## config.mk

```make
export PLATFORM = sky130hd
export DESIGN_NAME = sr_latch_monitor
export DESIGN_NICKNAME = d
export VERILOG_FILES = /design/src/rtl/sr_latch_monitor.sv
export SDC_FILE = /design/constraint.sdc
export NUM_CORES = 1
export LEC_CHECK = 0
export CAP_MARGIN = 20
export CORE_AREA = 2 2 119 63
export CTS_CLUSTER_SIZE = 16
export DETAILED_ROUTE_END_ITERATION = 6
export DIE_AREA = 0 0 121 65
export SLEW_MARGIN = 40
export SYNTH_ARGS = -nofsm -noshare
export SYNTH_HDL_FRONTEND = slang
export SYNTH_SLANG_ARGS = --single-unit
```

## constraint.sdc

```tcl
create_clock -name clk -period 4.3 [get_ports clk]
set_input_delay 0.645 -clock clk [delete_from_list [all_inputs] [get_ports clk]]
set_output_delay 0.645 -clock clk [all_outputs]
set_load 0.01 [all_outputs]
```

## src/rtl/sr_latch_monitor.sv

```systemverilog
// sr_latch_monitor
//   Watches an SR latch from the outside. The s/r commands driven to the latch
//   and the latch outputs q/q_bar are registered once. A reference model FSM
//   predicts q from the sampled commands, and a settle timer holds off checking
//   after each new hold command. Sticky error flags and saturating event
//   counters summarise what was seen.
//
// Ports
//   clk           rising-edge clock
//   reset_n       asynchronous active-low reset
//   s, r          commands driven to the observed latch
//   q, q_bar      observed latch outputs
//   clr           synchronous clear of counters and sticky flags
//   exp_q         model's expected q
//   exp_valid     model state is defined (HOLD0/HOLD1)
//   set_cnt       set commands seen (rising edges of s&~r)
//   rst_cnt       reset commands seen (rising edges of r&~s)
//   err_cnt       cycles with at least one error
//   err_mismatch  sticky: q differed from exp_q while checking
//   err_comp      sticky: q_bar was not the complement of q while checking
//   err_invalid   sticky: s and r were both high
//
// Model FSM states
//   state | meaning
//   UNK   | latch content unknown (after reset or after leaving INV)
//   HOLD0 | latch holds 0
//   HOLD1 | latch holds 1
//   INV   | s and r both asserted, outputs undefined

module sr_latch_monitor #(
    parameter int CNT_W  = 8,
    parameter int SETTLE = 2
) (
    input  logic             clk,
    input  logic             reset_n,
    input  logic             s,
    input  logic             r,
    input  logic             q,
    input  logic             q_bar,
    input  logic             clr,
    output logic             exp_q,
    output logic             exp_valid,
    output logic [CNT_W-1:0] set_cnt,
    output logic [CNT_W-1:0] rst_cnt,
    output logic [CNT_W-1:0] err_cnt,
    output logic             err_mismatch,
    output logic             err_comp,
    output logic             err_invalid
);

    typedef enum logic [1:0] {
        ST_UNK   = 2'd0,
        ST_HOLD0 = 2'd1,
        ST_HOLD1 = 2'd2,
        ST_INV   = 2'd3
    } state_t;

    localparam logic [3:0]       SETTLE_LD = 4'(SETTLE);
    localparam logic [CNT_W-1:0] CNT_MAX   = '1;
    localparam logic [CNT_W-1:0] CNT_ONE   = CNT_W'(1);

    // Sample stage
    logic s_q, r_q, q_q, q_bar_q;
    logic set_prev, rst_prev;

    state_t     state_q, state_d;
    logic [3:0] settle_q;

    logic set_cond, rst_cond;
    logic set_edge, rst_edge;
    logic settle_load;
    logic chk_en;
    logic hit_mismatch, hit_comp, hit_invalid, hit_any;

    always_ff @(posedge clk or negedge reset_n) begin
        if (!reset_n) begin
            s_q      <= 1'b0;
            r_q      <= 1'b0;
            q_q      <= 1'b0;
            q_bar_q  <= 1'b0;
            set_prev <= 1'b0;
            rst_prev <= 1'b0;
        end else begin
            s_q      <= s;
            r_q      <= r;
            q_q      <= q;
            q_bar_q  <= q_bar;
            set_prev <= set_cond;
            rst_prev <= rst_cond;
        end
    end

    assign set_cond = s_q & ~r_q;
    assign rst_cond = r_q & ~s_q;
    assign set_edge = set_cond & ~set_prev;
    assign rst_edge = rst_cond & ~rst_prev;

    // FSM: state register
    always_ff @(posedge clk or negedge reset_n) begin
        if (!reset_n) begin
            state_q <= ST_UNK;
        end else begin
            state_q <= state_d;
        end
    end

    // FSM: next state
    always_comb begin
        state_d = state_q;
        unique case ({s_q, r_q})
            2'b10:   state_d = ST_HOLD1;
            2'b01:   state_d = ST_HOLD0;
            2'b11:   state_d = ST_INV;
            default: state_d = (state_q == ST_INV) ? ST_UNK : state_q;
        endcase
    end

    // FSM: outputs
    always_comb begin
        exp_q     = 1'b0;
        exp_valid = 1'b0;
        unique case (state_q)
            ST_HOLD0: exp_valid = 1'b1;
            ST_HOLD1: begin
                exp_valid = 1'b1;
                exp_q     = 1'b1;
            end
            default: ;
        endcase
    end

    // Re-arm the settle timer on entry into a hold state, and also on a fresh
    // command that lands in the state already held (e.g. 10, 00, 10).
    assign settle_load = ((state_d == ST_HOLD1) && ((state_q != ST_HOLD1) || set_edge)) ||
                         ((state_d == ST_HOLD0) && ((state_q != ST_HOLD0) || rst_edge));

    always_ff @(posedge clk or negedge reset_n) begin
        if (!reset_n) begin
            settle_q <= 4'd0;
        end else if (settle_load) begin
            settle_q <= SETTLE_LD;
        end else if (settle_q != 4'd0) begin
            settle_q <= settle_q - 4'd1;
        end
    end

    assign chk_en       = exp_valid && (settle_q == 4'd0);
    assign hit_mismatch = chk_en && (q_q != exp_q);
    assign hit_comp     = chk_en && (q_bar_q != ~q_q);
    assign hit_invalid  = s_q & r_q;
    assign hit_any      = hit_mismatch | hit_comp | hit_invalid;

    always_ff @(posedge clk or negedge reset_n) begin
        if (!reset_n) begin
            set_cnt      <= '0;
            rst_cnt      <= '0;
            err_cnt      <= '0;
            err_mismatch <= 1'b0;
            err_comp     <= 1'b0;
            err_invalid  <= 1'b0;
        end else if (clr) begin
            set_cnt      <= '0;
            rst_cnt      <= '0;
            err_cnt      <= '0;
            err_mismatch <= 1'b0;
            err_comp     <= 1'b0;
            err_invalid  <= 1'b0;
        end else begin
            if (set_edge && (set_cnt != CNT_MAX)) begin
                set_cnt <= set_cnt + CNT_ONE;
            end
            if (rst_edge && (rst_cnt != CNT_MAX)) begin
                rst_cnt <= rst_cnt + CNT_ONE;
            end
            if (hit_any && (err_cnt != CNT_MAX)) begin
                err_cnt <= err_cnt + CNT_ONE;
            end
            err_mismatch <= err_mismatch | hit_mismatch;
            err_comp     <= err_comp | hit_comp;
            err_invalid  <= err_invalid | hit_invalid;
        end
    end

endmodule

```

==> impl_summary.txt <==
----------------------------------------------------
[CTS]
  Clock network latency to the later pin of the worst-skew pair ... 0.27 ns
  CTS tree ... built
  CTS Hold Buffers Added ... 0
  Clock Root Buffer ... clkbuf_16
  CTS H-tree lvls ... 2
  CTS sink cnt ... 39
  Reg clk slew, reported paths ... 0.05 ns
  Post-CTS setup repair buffer count ... 0
  Clock buffers created by TritonCTS ... 5
  Post-CTS Resized ... 0
  CTS max path bufs ... 2

[Place]
  I/O Buffers ... 35
  Detailed Place HPWL ... 3050 um
  Weighted congestion at the end of routability-driven global placement ... 0.751

[Min path]
  Classification of the worst-slack hold path ... in -> async

[Worst setup path]
  Arrival time of the worst setup path ... 2.45 ns
  Buffer and inverter count on the worst path ... 1
  Cell family contributing the most delay on the critical path ... simple AND/OR/NAND/NOR gates
  Largest fanout on the critical path ... 14
  Critical Path End Type ... flop
  Worst path max stage delay ... 0.39 ns
  Type of element launching the critical path ... flop
  Cell-by-cell listing of the critical path ... inv_1 -> ha_1 -> nor4b_4 -> a32oi_2 -> nor4b_1 -> mux2_2
  Required time of the worst setup path ... 4.46 ns
  Standard cell with the maximum stage delay on the critical path ... nor4b_1
  WS Path Type ... reg -> reg

[STA]
  Count of final setup violators ... 0
  Max Slew Vio Count ... 0
  Worst-margin pin slew ... 0.642 ns
  Fin crit period ... 2.29 ns
  Headroom to the max-slew limit ... 57.2%
  Worst clock skew ... 0.00302 ns
  Setup TNS Final ... 0 ns
  Final Hold Violating Endpoints ... 0
  Top achievable clock speed ... 436 MHz
  Final critical-path share of the clock period ... 53.3%
  Setup repair after global routing missed its margin ... no

[Synth]
  Average instance area after synthesis ... 10.5 um^2
  Cell area after synthesis ... 1990 um^2
  Synth cell types ... 41
  Post-Synthesis Net Count ... 204
  Warning count from the yosys run ... 0
  Cell count after synthesis ... 190
  Sequential share of the synthesized area ... 48.9%
  Count of state elements after synthesis ... 39

[Route]
  Total vias in the final route ... 1543
  Antenna-violating nets left ... 0
  Number of optimization iterations in the first detailed-route pass ... 6
  Starting DRC count in detailed routing ... 85
  DRC violation count after routing ... 0
  Final Routed Wirelength ... 4370 um
  Ratio of routed vias to standard cells ... 4.81
  Detailed-route wire length per cell ... 13.6 um

[Pwr]
  Power density normalized to cell area ... 367 nW/um^2
  Combinational share of power ... 17.6%
  Fraction of power spent switching nets ... 26.8%
  Clk network pwr share ... 36.1%
  Relative contribution of sequential cells to total power ... 46.3%
  Internal power component ... 0.685 mW
  Net switching power ... 0.250 mW
  Total power after layout ... 0.935 mW
  Leakage power ... 1.02 nW
  Largest vdd supply drop ... 0.184 mV

[GRT]
  Sum of overflow across all layers after global routing ... 0
  Vias in the first global route ... 1423
  Global-route wire length before repair ... 7220 um
  Largest net degree at the start of global routing ... 40
  Initial antenna violation count ... 0
  Gr usage total ... 11.9%

[Floorplan]
  Chip Width ... 121 um
  Core area ... 6960 um^2
  Die extent in y ... 65 um
  Number of ports placed on the die boundary ... 36
  Initial Utilization ... 28.6%
  Count of standard-cell rows ... 22
  Total die area ... 7870 um^2

[Cells and area]
  Count of fill cells added during filler insertion ... 686
  Nets ... 240
  Fraction of final layout cells sized beyond drive strength 1 ... 9.33%
  Area overhead of the layout relative to synthesis ... 27.6%
  Diode insertion count for antenna repair ... 0

[Status]
  Run status ... finished, final reports clean

[Run]
  Maxcap violations ... 0

----------------------------------------------------
cell families (layout without fill, tap and decap cells):
logic type / after synthesis / in the layout / share of synthesized area (%)
AOI/OAI and AO/OA: 44 / 44 / 14.4
DFF: 39 / 39 / 48.9
muxes: 5 / 5 / 2.82
and+or+nand+nor: 69 / 69 / 21.4
adders and majority gates: 7 / 7 / 4.39
xor gates and xnor gates: 9 / 9 / 3.95
buffers and inverters: 17 / 52 / 4.14
cell usage in the layout (no fill, tap or decap), drive strengths merged:
master / instances
nand3: 8
nor4b: 2
o21ai: 10
buf: 2
nand4: 2
clkbuf: 6
o31ai: 7
or4: 7
nand2: 8
o41ai: 1
nand3b: 1
or3b: 4
nand2b: 1
a32oi: 1
and4: 3
clkdlybuf4s50: 33
or3: 7
o2111ai: 1
xor2: 6
a22o: 1
inv: 11
and3: 2
ha: 7
dfrtp: 39
xnor2: 3
a21oi: 19
nor2: 17
o211ai: 2
nor4: 1
nor2b: 3
nor3: 1
nor3b: 2
mux2: 2
a21o: 1
a2111oi: 1
mux2i: 3
final timing paths:
path | from | endpoint | slack, ns | depth (start not counted)
min | reset_n | rst_cnt[5] | 0.33 | 1
min in group clk | err_invalid | err_invalid | 0.52 | 2
max reg2reg | state_q[0] | err_cnt[7] | 2.01 | 6
max | state_q[0] | err_cnt[7] | 2.01 | 6
min reg2reg | err_invalid | err_invalid | 0.52 | 2
max in group asynchronous | reset_n | set_cnt[6] | 3.61 | 1
cell usage after synthesis:
library cell  instances  share of area (%)
o31ai_1               7                2.6
nor4b_1               1               0.44
nand2b_1              1               0.31
o41ai_1               1               0.44
a21oi_1              19                4.8
and4_4                1               0.56
nor4b_4               1                1.2
xnor2_1               3                1.3
buf_4                 1               0.38
buf_6                 2                1.1
ha_1                  7                4.4
nor4_2                1               0.63
nor3b_2               2                1.3
or3_1                 7                2.2
nor3_1                1               0.25
xor2_1                6                2.6
o2111ai_1             1               0.44
nand3_1               8                2.0
mux2_2                1               0.56
a32oi_2               1               0.82
inv_1                11                2.1
nand3b_1              1               0.38
clkbuf_1              3               0.56
or4_1                 7                2.6
a2111oi_2             1               0.75
mux2_4                1               0.75
o21ai_2               2               0.88
a22o_1                1               0.44
nor2_1               17                3.2
or3b_2                2               0.88
a21o_2                1               0.44
nand2_1               8                1.5
or3b_1                2               0.88
o21ai_0               8                2.0
nand4_1               2               0.63
dfrtp_1              39                 49
mux2i_1               3                1.5
o211ai_1              2               0.75
nor2b_1               3               0.94
and3_1                2               0.63
and4_1                2               0.88
layout make-up:
type / count / area (um^2) / area share [%]
Multi-Input combinational cell: 134 / 936 / 36.8
Timing Repair Buffer: 35 / 343 / 13.5
Clock buffer: 6 / 129 / 5.06
Sequential cell: 39 / 976 / 38.3
Tap cell: 96 / 120 / 4.72
Inverter: 11 / 41.3 / 1.62
power groups by stage:
stage | logic [mW] | clock network, mW | registers (mW)
3_3_place_gp | 0.163 | 0 | 0.438
5_1_grt | 0.189 | 0.369 | 0.437
3_5_place_dp | 0.166 | 0 | 0.438
2_1_floorplan | 0.115 | 0 | 0.434
4_1_cts | 0.168 | 0.349 | 0.432
6_report | 0.165 | 0.337 | 0.432
through the flow:
stage	hold slack, ns	std cells	cell area [um^2]	setup WS, ns	utilization, %
global placement	0.504	315	2420	1.92	34.7
floorplan	0.349	190	1990	2.28	-
detailed placement	0.500	315	2420	2.02	34.7
global route	0.381	321	2540	1.85	36.5
finish	0.330	321	2540	2.01	36.5
CTS	0.364	321	2540	1.99	36.5
flip-flops by register name, summed over array words and instances (netlist names):
signal        count
rst_cnt           8
q_bar_q           1
set_cnt           8
err_cnt           8
settle_q          4
state_q           2
s_q               1
set_prev          1
err_mismatch      1
q_q               1
rst_prev          1
err_invalid       1
r_q               1
err_comp          1
routing by layer:
metal | vias to the layer above | track usage, % | wire length, um
li1 | 763 | - | -
met1 | 740 | 18.2 | 2480
met2 | 36 | 15.4 | 1650
met3 | 4 | 4.14 | 210
met4 | 0 | 2.62 | 33
met5 | - | 0 | 0
No activity file was read; power rests on OpenSTA's default activity.
